$ cat src/rtl/phoenix_pwm_generator.sv
`default_nettype none
// ============================================================================
// Module      : phoenix_pwm_generator
// Description : Double-buffered PWM generator. Period and high-time requests
//               are shadowed and applied only at a period boundary.
//               Optional macro PHOENIX_PWM_PERIOD_STROBE_EN adds a registered
//               period_start strobe; otherwise period_start is tied low.
// Revision    : 1.0 - initial release
// ============================================================================
module phoenix_pwm_generator #(
  parameter int PWM_COUNTER_BITS = 32
) (
  input  logic                        clk,
  input  logic                        reset,
  input  logic [PWM_COUNTER_BITS-1:0] pwm_cycle,
  input  logic [PWM_COUNTER_BITS-1:0] pwm_duty,
  output logic                        pwm_out,
  output logic                        period_start
);

  localparam int W = PWM_COUNTER_BITS;

  logic [W-1:0] counter_q, counter_d;
  logic [W-1:0] cycle_q, cycle_d;
  logic [W-1:0] duty_q, duty_d;
  logic         pwm_q, pwm_d;
  logic [W:0]   w_count_inc;
  logic         w_term;

  // One extra bit so counter+1 never wraps when cycle is at its maximum.
  assign w_count_inc = {1'b0, counter_q} + {{W{1'b0}}, 1'b1};
  assign w_term      = (cycle_q == '0) || (w_count_inc >= {1'b0, cycle_q});

  always_comb begin
    counter_d = w_term ? '0 : w_count_inc[W-1:0];
    cycle_d   = w_term ? pwm_cycle : cycle_q;
    duty_d    = w_term ? pwm_duty  : duty_q;
    pwm_d     = (cycle_q != '0) && (counter_q < duty_q);
  end

  always_ff @(posedge clk) begin
    if (!reset) begin
      counter_q <= '0;
      cycle_q   <= '0;
      duty_q    <= '0;
      pwm_q     <= 1'b0;
    end else begin
      counter_q <= counter_d;
      cycle_q   <= cycle_d;
      duty_q    <= duty_d;
      pwm_q     <= pwm_d;
    end
  end

  assign pwm_out = pwm_q;

`ifdef PHOENIX_PWM_PERIOD_STROBE_EN
  logic period_start_q, period_start_d;

  // High during the clk in which counter==0 of a freshly loaded nonzero period.
  assign period_start_d = w_term && (pwm_cycle != '0);

  always_ff @(posedge clk) begin
    if (!reset) begin
      period_start_q <= 1'b0;
    end else begin
      period_start_q <= period_start_d;
    end
  end

  assign period_start = period_start_q;
`else
  assign period_start = 1'b0;
`endif

endmodule
`default_nettype wire

$ cat config.mk
export PLATFORM = sky130hd
export DESIGN_NAME = phoenix_pwm_generator
export DESIGN_NICKNAME = d
export VERILOG_FILES = /design/src/rtl/phoenix_pwm_generator.sv
export SDC_FILE = /design/constraint.sdc
export NUM_CORES = 1
export LEC_CHECK = 0
export ABC_AREA = 1
export BUFFER_PORTS_ARGS = -buffer_cell sky130_fd_sc_hd__buf_2
export CELL_PAD_IN_SITES_DETAIL_PLACEMENT = 1
export CELL_PAD_IN_SITES_GLOBAL_PLACEMENT = 2
export CORE_MARGIN = 2
export CORE_UTILIZATION = 33
export DETAILED_ROUTE_END_ITERATION = 10
export GPL_TIMING_DRIVEN = 0
export PLACE_DENSITY = 0.88
export REMOVE_ABC_BUFFERS = 1
export SETUP_SLACK_MARGIN = 0.02
export SYNTH_ARGS = -nofsm -noshare
export SYNTH_HDL_FRONTEND = slang
export SYNTH_SLANG_ARGS = --single-unit
$ cat constraint.sdc
create_clock -name clk -period 4.45 [get_ports clk]
set_clock_uncertainty 0.2 [all_clocks]
set_input_delay 0.6675 -clock clk [delete_from_list [all_inputs] [get_ports clk]]
set_output_delay 0.6675 -clock clk [all_outputs]
set_load 0.05 [all_outputs]
==> results.md <==
* Met3 Use GR at 4.18%
* Crit path capture type: flip-flop
* Sw power at 2.93 mW
* Vias at 5764
* R2r setup slk at 0.42 ns
* Worst path depth at 16
* Routed WL per cell at 14.6 um
* Die H at 141 um
* # Max-Cap Violations at 0
* Latest clock arrival within the worst-skew pair at 0.37 ns
* Critical path's largest stage delay at 0.63 ns
* CTS buffer count at 9
* Ys flop type: dfxtp_1
* Yosys warnings at 0
* Core area at 18600 sq um
* Die Wd at 141 um
* Most Crowded Layer GR: met2
* Die area at 19900 sq um
* Fmax at 0.248 GHz
* Share of synthesized registers carrying an async set or reset at 0%
* GRT Total Usage at 17.5%
* Net Sw Frac at 48.2%
* 1st-iter DRT viols at 248
* Setup Viol. Count Final at 0
* Worst Setup EP: counter_q[26]
* Clock power share at 13.4%
* WP buf/inv at 3
* Clock sinks at 97
* I/O Buffers at 66
* Cells along the critical path: ha_1 > nand3_1 > inv_1 > nand2_1 > nor2_4 > and3_1 > nand4_1 > xor2_1 > inv_1 > ha_1 > nand2_1 > nor2_1 > nand2_8 > buf_16 > nand3_4 > nor2_1
* Worst hold path class: flip-flop to flip-flop
* DRT Pass-1 Iters at 4
* Status: completed
* Grt ovf at 0
* RSZ-0062 raised after global routing: no
* Final wirelength at 17400 um
* Clk pin slew, worst setup/hold paths at 0.07 ns
* Final Max Slew Viols at 0
* Nets at 1082
* Netlist Area Pre-Place at 6200 sq um
* Reg2Reg Launch Point: counter_q[0]
* CP max FO at 41
* Post-DRT Antenna Nets at 0
* Peak VDD IR at 0.305 mV
* Final hold vios at 0
* Largest net degree at the start of global routing at 68
* Worst reg2reg path endpoint: counter_q[26]
* CP arrival at 4.08 ns
* First-pass GRT wire length at 27800 um
* Syn_area_per_cell at 6.88 sq um
* Initial Util at 33.4%
* TritonCTS clock tree: yes
* HP Start: counter_q[0]
* Layout cell share with drive strength beyond 1 at 12.1%
* Vias in the first global route at 5721
* Critical path startpoint: counter_q[0]
* # diodes at 0
* Sequential share of the synthesized area at 31.3%
* Vias per cell at 4.84
* I/O pins at 68
* Syn Inst Count at 902
* Initial antenna violation count at 0
* Number of synthesized flops with an enable pin at 0
* Cell row count at 50
* Global placement routability congestion at 0.822
* Seq pwr share at 20.8%
* GR Layer Usage met2 at 30.1%
* Internal cell power at 3.14 mW
* Worst-margin pin slew at 0.786 ns
* Total power at 6.07 mW
* Max-Slew Margin vs Limit at 47.4%
* Synth cell types at 33
* Crit Path Class: flip-flop to flip-flop
* Logic gate share of total power at 65.8%
* CP required at 4.50 ns
* Met1 Usage GRT at 22.0%
* CTS Buffer Depth at 2
* CTS Root Cell: clkbuf_16
* Pleak at 3.71 nW
* DRC violations left at 0
* Fin crit period at 4.03 ns
* Area grow syn2layout at 14.7%
* Crit path launch type: flip-flop
* Seq cells post-synth at 97
* Dpl hpwl at 12100 um
* Depth of the worst register-to-register path at 16
* Cell Pwr Density at 852 nW/um^2
* Number of H-tree levels at 3
* Hold Worst Slack at 0.268 ns
* Crit-path leading delay family: simple AND/OR/NAND/NOR gates
* Post-route clock period utilization at 90.6%
* Slowest CP cell: nor2_1
* # fillers at 2413
-- worst min-delay path by stage --
stage / end / cells after the start / slack [ns]
after floorplan: counter_q[0] / 1 / 0.24
after global placement: counter_q[0] / 1 / 0.28
after detailed placement: counter_q[0] / 1 / 0.29
after CTS: counter_q[0] / 1 / 0.31
after global routing: counter_q[0] / 1 / 0.30
final: counter_q[0] / 1 / 0.27
-- cell usage in the layout (no fill, tap or decap), types with 4 or more instances in the layout --
cell	Yosys	routed
nand2_1	161	160
nor2_1	139	138
inv_1	137	137
dfxtp_1	97	96
a21oi_1	84	84
nand3_1	80	79
buf_2	10	66
ha_1	64	64
nand4_1	26	26
xor2_1	24	23
nor3_1	14	12
clkbuf_16	0	9
o21ai_0	7	7
a21oi_2	4	4
clkinv_2	0	4
buf_12	0	4
-- power by group through the flow --
stage	registers, mW	logic (mW)	clock network, mW
after floorplan	1.26	2.47	0
after global placement	1.25	2.93	0
after detailed placement	1.28	3.65	0
after CTS	1.26	3.91	0.829
after global routing	1.29	4.60	0.870
final	1.26	3.99	0.812
-- cells by family after synthesis --
group / synth area share [%]
DFF: 31.3
and+or+nand+nor: 30.1
AOI/OAI and AO/OA: 8.73
adders and majority gates: 12.9
other: 0.0605
xor gates and xnor gates: 3.53
buffers and inverters: 13.3
-- sequential cells by signal, indices dropped and copies added, names as in the netlist --
name,cells
counter_q,32
cycle_q,32
duty_q,32
pwm_out,1
-- metrics by stage --
stage	worst slack [ns]	instances	utilization, %	TNS [ns]	cell area (sq um)
final	0.417	1191	38.3	0	7120
after global routing	0.0533	1191	38.3	0	7120
after CTS	0.0525	1187	37.8	0	7020
after detailed placement	-1.02	1167	35.7	-30.38	6630
after global placement	-8.22	1163	35.1	-619.87	6520
after floorplan	-4.16	863	-	-296.23	5890
-- repair_timing --
action	4_1_cts	5_1_grt
pin swaps	2	2
hold buffers	0	0
gates resized for setup	4	9
buffers inserted	2	0
endpoints found under the setup margin	53	93
cloned	2	3
-- layout make-up --
type / count / area [sq um] / share of cell area [%]
Multi-Input combinational cell: 632 / 3560 / 50.0
Inverter: 138 / 518 / 7.28
Sequential cell: 97 / 1940 / 27.3
Tap cell: 234 / 293 / 4.11
Timing Repair Buffer: 74 / 505 / 7.10
Clock buffer: 10 / 239 / 3.36
Clock inverter: 6 / 57.6 / 0.809
-- per-layer routing --
layer  vias up  part of all wire, %
met5         -                    0
met4         0                  1.7
met3        20                  3.1
met2        73                   47
met1      2678                   48
li1       2993                    -
-- synthesized netlist by cell type, drive strengths merged (2+ instances only) --
cell	count	share of area (%)
nand3b	2	0.24
o21ai	7	0.56
nand2	162	9.8
or3	2	0.20
xor2	24	3.4
a21o	2	0.24
a21oi	88	7.3
nand3	81	6.6
ha	64	13
or2	2	0.20
buf	35	4.7
clkbuf	4	0.24
dfxtp	97	31
inv	138	8.4
nor3	15	1.3
nand4	26	2.6
a211oi	3	0.36
nor2	143	8.8
nor4	2	0.20
Power figures use the tool's default switching activity.
